--- src/rtl/trace_recorder.sv ---
// Trace-line writer: buffers LLC trace transactions in a FIFO and serialises each
// one as an ASCII line "<cmd> <addr>\n" (or "<cmd>\n" for cmd 8/9), one byte per handshake.
module trace_recorder #(
    parameter int CMDSIZE    = 4,
    parameter int ADDR_BITS  = 32,
    parameter int FIFO_DEPTH = 8,
    parameter int CNT_W      = 32
) (
    input  logic                 clk,
    input  logic                 reset,
    input  logic                 in_valid,
    output logic                 in_ready,
    input  logic [CMDSIZE-1:0]   in_cmd,
    input  logic [ADDR_BITS-1:0] in_addr,
    output logic                 out_valid,
    input  logic                 out_ready,
    output logic [7:0]           out_byte,
    output logic [CNT_W-1:0]     rec_count,
    output logic [CNT_W-1:0]     drop_count,
    output logic                 busy
);

    localparam int HEXD = (ADDR_BITS + 3) / 4;
    localparam int PADW = HEXD * 4;
    localparam int IDXW = (HEXD > 1) ? $clog2(HEXD) : 1;
    localparam int PTRW = $clog2(FIFO_DEPTH);
    localparam int RECW = CMDSIZE + ADDR_BITS;

    localparam logic [2:0] S_IDLE  = 3'd0;
    localparam logic [2:0] S_CMD   = 3'd1;
    localparam logic [2:0] S_SPACE = 3'd2;
    localparam logic [2:0] S_ADDR  = 3'd3;
    localparam logic [2:0] S_NL    = 3'd4;

    localparam logic [CMDSIZE-1:0] CMD_MAX   = CMDSIZE'(9);
    localparam logic [CMDSIZE-1:0] CMD_SHORT = CMDSIZE'(8);

    logic [RECW-1:0]      mem [FIFO_DEPTH];
    logic [PTRW-1:0]      wptr, rptr;
    logic [PTRW:0]        count;
    logic                 empty, full, in_xfer, push, drop, pop;

    logic [2:0]           state;
    logic [CMDSIZE-1:0]   rec_cmd;
    logic [ADDR_BITS-1:0] rec_addr;
    logic [IDXW-1:0]      idx;
    logic [PADW-1:0]      addr_pad;
    logic [3:0]           nib;

    assign empty    = (count == '0);
    assign full     = (count == (PTRW+1)'(FIFO_DEPTH));
    assign in_ready = !full;
    assign in_xfer  = in_valid && in_ready;
    assign push     = in_xfer && (in_cmd <= CMD_MAX);
    assign drop     = in_xfer && (in_cmd > CMD_MAX);
    // Pop only looks at registered occupancy, so a same-cycle push is never bypassed.
    assign pop      = (state == S_IDLE) && !empty;
    assign busy     = !empty || (state != S_IDLE);

    always_ff @(posedge clk) begin
        if (push) mem[wptr] <= {in_cmd, in_addr};
    end

    always_ff @(posedge clk or posedge reset) begin
        if (reset) begin
            wptr       <= '0;
            rptr       <= '0;
            count      <= '0;
            drop_count <= '0;
        end else begin
            if (push) wptr <= wptr + 1'b1;
            if (pop)  rptr <= rptr + 1'b1;
            case ({push, pop})
                2'b10:   count <= count + 1'b1;
                2'b01:   count <= count - 1'b1;
                default: ;
            endcase
            if (drop && (drop_count != '1)) drop_count <= drop_count + 1'b1;
        end
    end

    // out_valid is high in every non-IDLE state, so out_ready alone marks an accept there.
    always_ff @(posedge clk or posedge reset) begin
        if (reset) begin
            state     <= S_IDLE;
            rec_cmd   <= '0;
            rec_addr  <= '0;
            idx       <= '0;
            rec_count <= '0;
        end else begin
            case (state)
                S_IDLE: if (pop) begin
                    {rec_cmd, rec_addr} <= mem[rptr];
                    state               <= S_CMD;
                end
                S_CMD: if (out_ready)
                    state <= (rec_cmd < CMD_SHORT) ? S_SPACE : S_NL;
                S_SPACE: if (out_ready) begin
                    state <= S_ADDR;
                    idx   <= IDXW'(HEXD - 1);
                end
                S_ADDR: if (out_ready) begin
                    if (idx == '0) state <= S_NL;
                    else           idx   <= idx - 1'b1;
                end
                S_NL: if (out_ready) begin
                    state <= S_IDLE;
                    if (rec_count != '1) rec_count <= rec_count + 1'b1;
                end
                default: state <= S_IDLE;
            endcase
        end
    end

    // Zero-extend so a partial top nibble prints as a padded hex digit.
    assign addr_pad  = PADW'(rec_addr);
    assign nib       = 4'(addr_pad >> {idx, 2'b00});
    assign out_valid = (state != S_IDLE);

    always_comb begin
        out_byte = 8'h00;
        case (state)
            S_CMD:   out_byte = 8'h30 + 8'(rec_cmd);
            S_SPACE: out_byte = 8'h20;
            S_ADDR:  out_byte = (nib < 4'd10) ? (8'h30 + {4'h0, nib}) : (8'h57 + {4'h0, nib});
            S_NL:    out_byte = 8'h0A;
            default: out_byte = 8'h00;
        endcase
    end

endmodule

--- config.mk ---
export PLATFORM = sky130hd
export DESIGN_NAME = trace_recorder
export DESIGN_NICKNAME = d
export VERILOG_FILES = /design/src/rtl/trace_recorder.sv
export SDC_FILE = /design/constraint.sdc
export NUM_CORES = 1
export LEC_CHECK = 0
export CAP_MARGIN = 10
export CORE_MARGIN = 5
export CORE_UTILIZATION = 25
export CTS_CLUSTER_SIZE = 10
export DETAILED_ROUTE_END_ITERATION = 10
export RECOVER_POWER = 50
export SYNTH_ARGS = -nofsm -noshare
export SYNTH_HDL_FRONTEND = slang
export SYNTH_SLANG_ARGS = --single-unit
export TNS_END_PERCENT = 1
--- constraint.sdc ---
create_clock -name clk -period 11 [get_ports clk]
set_clock_uncertainty 0.05 [all_clocks]
set_input_delay 1.1 -clock clk [delete_from_list [all_inputs] [get_ports clk]]
set_output_delay 1.1 -clock clk [all_outputs]
set_load 0.02 [all_outputs]
==> qor.csv <==
stage;metric;value;unit
outcome;outcome;finished, violations left;
outcome;violations;max-capacitance violations, max-slew violations;
power_and_ir_drop;switching_power;1.49;mW
synthesis;synth_edf_count;288;
cts;clkTransAtPathRegs;0.06;ns
die;dieHeight;266;um
cells_and_area;area_growth;22.3;%
worst_setup_path;crit_type;primary input to asynchronous set/reset pin;
global_route;grt_pass1_wl;56.9;mm
timing;final_max_slew_viol_count;197;
die;start_util;25.1;%
synthesis;ys.warnings.count;0;
min_path;hold_class;flip-flop to flip-flop;
worst_setup_path;slowest_delay;2.01;ns
synthesis;syn-num-nets;1023;
min_path;hold_start;rec_count[27];
power_and_ir_drop;internal_power;3.32;mW
die;coreArea;0.0654;mm2
power_and_ir_drop;p_leak;6.95;nW
cells_and_area;final_cell_mix;288 x edfxtp_1, 113 x dfrtp_1, 80 x mux4_2;
worst_setup_path;crit_buf_inv;3;
die;pin_count;115;
power_and_ir_drop;p_clk_share;29.7;%
synthesis;postSynthAreaPerCell;16.9;um2
worst_setup_path;worst-r2r-cell-count;9;
cells_and_area;final_util;30.7;%
place;place_congestion;0.800;
cts;clk_path_buf_depth;3;
global_route;grt_use_total;10.3;%
synthesis;synthCells;973;
global_route;grt_max_degree;78;
power_and_ir_drop;vdd.ir_drop.worst;0.109;mV
place;hpwl;23.0;mm
place;io_buffers;113;
synthesis;synth-seq-area-share;70.4;%
power_and_ir_drop;comb_power_share;27.4;%
die;die_w;266;um
cells_and_area;fillers;6397;
die;rows;94;
worst_setup_path;setup.worst_path.start;reset;
detailed_routing;drc;0;
power_and_ir_drop;p_sw_share;31.1;%
timing;tightest_slew;3.56;ns
timing;fin_setup_tns;0;ns
worst_setup_path;critPathTopFamily;buffers and inverters;
timing;fin_crit_sh;50.2;%
detailed_routing;drtIter0Drc;571;
power_and_ir_drop;power_frac_seq;42.9;%
worst_setup_path;path_max_fanout;77;
cts;cts_buffers;47;
cts;postCtsHoldBufs;0;
cts;clock_latency;0.59;ns
worst_setup_path;critical_path.endpoint_type;asynchronous set/reset pin;
worst_setup_path;cp_num_cells;3;
power_and_ir_drop;power;4.81;mW
worst_setup_path;critPathSlowestCell;clkinvlp_2;
synthesis;synth-async-reset-ratio;28.7;%
worst_setup_path;cp-start-kind;primary input;
worst_setup_path;worstPathRequired;10.87;ns
power_and_ir_drop;p_per_area;240;mW/mm2
timing;hold_viol;0;
run;drv_cap;3;
cells_and_area;layout-drive-gt1-share;15.0;%
synthesis;synth_flop_cell;edfxtp_1;
timing;period_minus_slack;5.52;ns
cts;htree_levels;2;
timing;rsz0062_at_grt;no;
detailed_routing;drt_wl_total;36.8;mm
global_route;grt_pass1_vias;9131;
timing;relSlewSlack;-139;%
worst_setup_path;crit_chain;dlygate4sd3_1, clkinvlp_2, clkbuf_1;
detailed_routing;wl_per_cell;18.3;um
global_route;antenna_found_initial;12;
timing;fmax;181;MHz
synthesis;ys_seq_elements;404;
detailed_routing;via_per_inst;4.43;
synthesis;netlist_area;0.0164;mm2
timing;whs;0.449;ns
worst_setup_path;reg2reg_to;count[3];
cells_and_area;final_common_cell;edfxtp_1;
synthesis;synth_cell_type_count;52;
cells_and_area;layout.nets;1161;
global_route;grt_overflow;0;
die;dieArea;0.0708;mm2
cts;cts_resized;0;
timing;setup_viol;0;
cts;cts_tree;yes;
worst_setup_path;cp-endpoint;rptr[0];
cts;cts_setup_buffers;0;
cts;cts.sinks;404;
detailed_routing;first_pass_iters;4;
worst_setup_path;r2r-start;state[1];
cts;cts_root_buf;clkbuf_16;
worst_setup_path;arrival;5.39;ns
worst_setup_path;r2r_setup_slack;6.26;ns
detailed_routing;ant_nets;0;
detailed_routing;vias;8925;
[layout make-up]
type	count	area (um2)	area share, %
sequential	404	11600	57.6
multi-input combinational	516	4700	23.4
clock buffer	82	1350	6.73
timing repair buffer	126	1220	6.09
tap	864	1080	5.39
clock inverter	4	81.3	0.406
inverter	16	61.3	0.306
antenna	3	7.51	0.0374
[cells by family after synthesis]
group	Yosys count	synth area share, %
AO/OA/AOI/OAI	73	2.62
XOR/XNOR	67	3.58
adder cells (fa/ha/maj)	10	0.763
buffers and inverters	53	1.33
flip-flops	404	70.4
multiplexers	124	13.7
other	1	0.0229
AND/OR/NAND/NOR	241	7.56
[synth_stat cells (15+ instances only)]
library cell	count	share of area, %
a21oi_1	42	1.3
clkbuf_1	16	0.37
dfrtp_1	116	18
edfxtp_1	288	53
inv_1	16	0.37
mux2i_1	40	2.4
mux4_2	80	11
nand2_1	46	1.1
nand3_1	25	0.76
nand4_1	23	0.88
nor2_1	74	1.7
nor3_1	15	0.46
xnor2_1	29	1.5
xor2_1	38	2.0
[per-stage QoR]
step,cell area (um2),setup slack [ns],std cells
finish,20100,5.48,2015
global route,20000,4.36,2013
CTS,20100,6.11,2012
detailed placement,18600,6.76,1926
global placement,18600,6.81,1926
floorplan,16400,6.30,973
[how the worst min path moves through the flow]
stage,to,slack [ns],depth (start not counted)
4_1_cts,count[3],0.45,1
3_5_place_dp,count[3],0.43,1
3_3_place_gp,count[3],0.43,1
2_1_floorplan,count[3],0.41,1
6_report,rec_count[27],0.45,1
5_1_grt,rec_count[27],0.47,1
[worst register-to-register path, stage by stage (launching register included)]
cell and delay [ns]:
dfrtp_1 0.50, nor2_1 0.25, nand2_1 0.16, nor2_4 0.12, clkbuf_1 2.16, ha_1 0.58
nor4bb_1 0.34, a211oi_1 0.09, a211oi_1 0.25, xor2_1 0.16
[registers in the layout, summed over array words and instances (netlist names)]
name        cells
rec_cmd         4
wptr            3
count           4
addr_pad       32
state           3
idx             3
drop_count     32
mem           288
rptr            3
rec_count      32
[routing by layer]
metal | track usage, % | vias to the layer above | routed length (um)
met5 | 0 | - | 12
met1 | 13.8 | 4553 | 16300
met3 | 2.31 | 64 | 1970
met2 | 16.9 | 235 | 17800
li1 | - | 4071 | -
met4 | 2.60 | 2 | 739
[power by group through the flow]
stage	logic [mW]	registers [mW]	clock network, mW
3_3_place_gp	1.32	2.09	0
5_1_grt	1.44	2.09	1.54
2_1_floorplan	0.997	1.98	0
3_5_place_dp	1.33	2.10	0
6_report	1.32	2.06	1.43
4_1_cts	1.34	2.07	1.48
Note: power is estimated with default switching activity, not from simulation.
==> variant: new RTL, same flow settings <==
Change the parameter `CNT_W` from 32 to 64.
--- a/src/rtl/trace_recorder.sv
+++ b/src/rtl/trace_recorder.sv
@@ -5,5 +5,5 @@
     parameter int ADDR_BITS  = 32,
     parameter int FIFO_DEPTH = 8,
-    parameter int CNT_W      = 32
+    parameter int CNT_W      = 64
 ) (
     input  logic                 clk,
Interface: changed (resized drop_count and rec_count); port bits go from 115 to 179. The function was not compared with the original's and may differ.
==> variant against the unedited design <==
  * The flow still finishes with violations (max-capacitance violations, max-slew violations)
  * Area after synthesis increased by 19%
  * Final area is 20% higher
  * Sequential cell count grew 64
  * Sequential power increased by 9.7%
  * Total power grew 5.6%
  * Core utilization up 0.34 points
  * Wire length rose by 30%
  * Setup slack better by 0.35 ns
  * Via count up 29%
  * Critical path type unchanged
  * Largest cell class unchanged
  * Largest power group unchanged
==> variant: results (changes against the unedited design) <==
* Capture point of the worst path: rptr[2] (was rptr[0])
* Violated checks: max-capacitance violations, max-slew violations (unchanged)
* Routed wire length on met2 at 22200 um (was 17800 um)
* Area fraction of clock buffers and clock inverters at 6.41% (was 7.13%)
* Violation count after the first detailed-route iteration at 816 (was 571)
* Count of filler cells inserted in the layout at 7571 (was 6397)
* Data arrival time of the critical path at 4.58 ns (was 5.39 ns)
* Overall global routing resource usage at 11.3% (was 10.3%)
* Final weighted congestion in routability-driven placement at 0.805 (was 0.800)
* Max-cap violation count at 5 (was 3)
* Global-route met3 utilization at 3.70% (was 2.31%)
* Synthesized-area fraction occupied by ao, oa, aoi and oai cells at 2.16% (was 2.62%)
* Leak pwr at 8.69 nW (was 6.95 nW)
* Number of nets at the end of the flow at 1519 (was 1161)
* Share of synthesized cell area in full adder, half adder and majority cells at 0.641% (was 0.763%)
* Fraction of final layout cells with drive strength greater than 1 at 11.8% (was 15.0%)
* Status: complete, but fails checks (unchanged)
* Top post-synthesis cells by count: edfxtp_1, dfrtp_1, nand2_1 (was edfxtp_1, dfrtp_1, mux4_2)
* Area taken by flip-flops and latches at 13200 sq um (was 11600 sq um)
* Worst stage delay on the critical path at 2.82 ns (was 2.01 ns)
* RR Startpoint: rptr[0] (was state[1])
* Global-route met2 utilization at 18.0% (was 16.9%)
* Number of search-and-repair iterations in the first detailed-routing pass at 7 (was 4)
* Wire length per cell after detailed routing at 18.8 um (was 18.3 um)
* Reg-to-reg critical path endpoint: addr_pad[14] (was count[3])
* HPWL reported at the end of detailed placement at 32400 um (was 23000 um)
* Peak supply drop at 0.122 mV (was 0.109 mV)
* Maximum number of pins on one net before global-route repair at 116 (was 78)
* Post-synthesis share of cell area spent on xor and xnor gates at 6.06% (was 3.58%)
* Number of pins exceeding their max-slew limit in the final report at 189 (was 197)
* Final Util at 31.0% (was 30.7%)
* Clock buf count at 73 (was 82)
* Post-Syn Nets at 1320 (was 1023)
variant: cell types whose count changed in the layout (fill, tap and decap cells not counted), moves of 15 or more:
cell	before	now
clkdlybuf4s50_1	75	108
nor2_1	67	52
nand3_1	25	59
nand4_1	23	48
xnor2_1	29	86
dlygate4sd3_1	38	69
o21ai_0	8	45
clkbuf_1	34	17
dfrtp_1	113	178
nand2_1	46	109
a21oi_1	42	9
variant: power by group through the flow:
| stage | combinational, mW | clock [mW] | sequential, mW |
|---|---|---|---|
| 6_report | 1.23 | 1.59 | 2.26 |
| 5_1_grt | 1.36 | 1.72 | 2.29 |
| 4_1_cts | 1.27 | 1.64 | 2.27 |
| 3_5_place_dp | 1.27 | 0 | 2.30 |
| 3_3_place_gp | 1.26 | 0 | 2.28 |
| 2_1_floorplan | 0.908 | 0 | 2.20 |
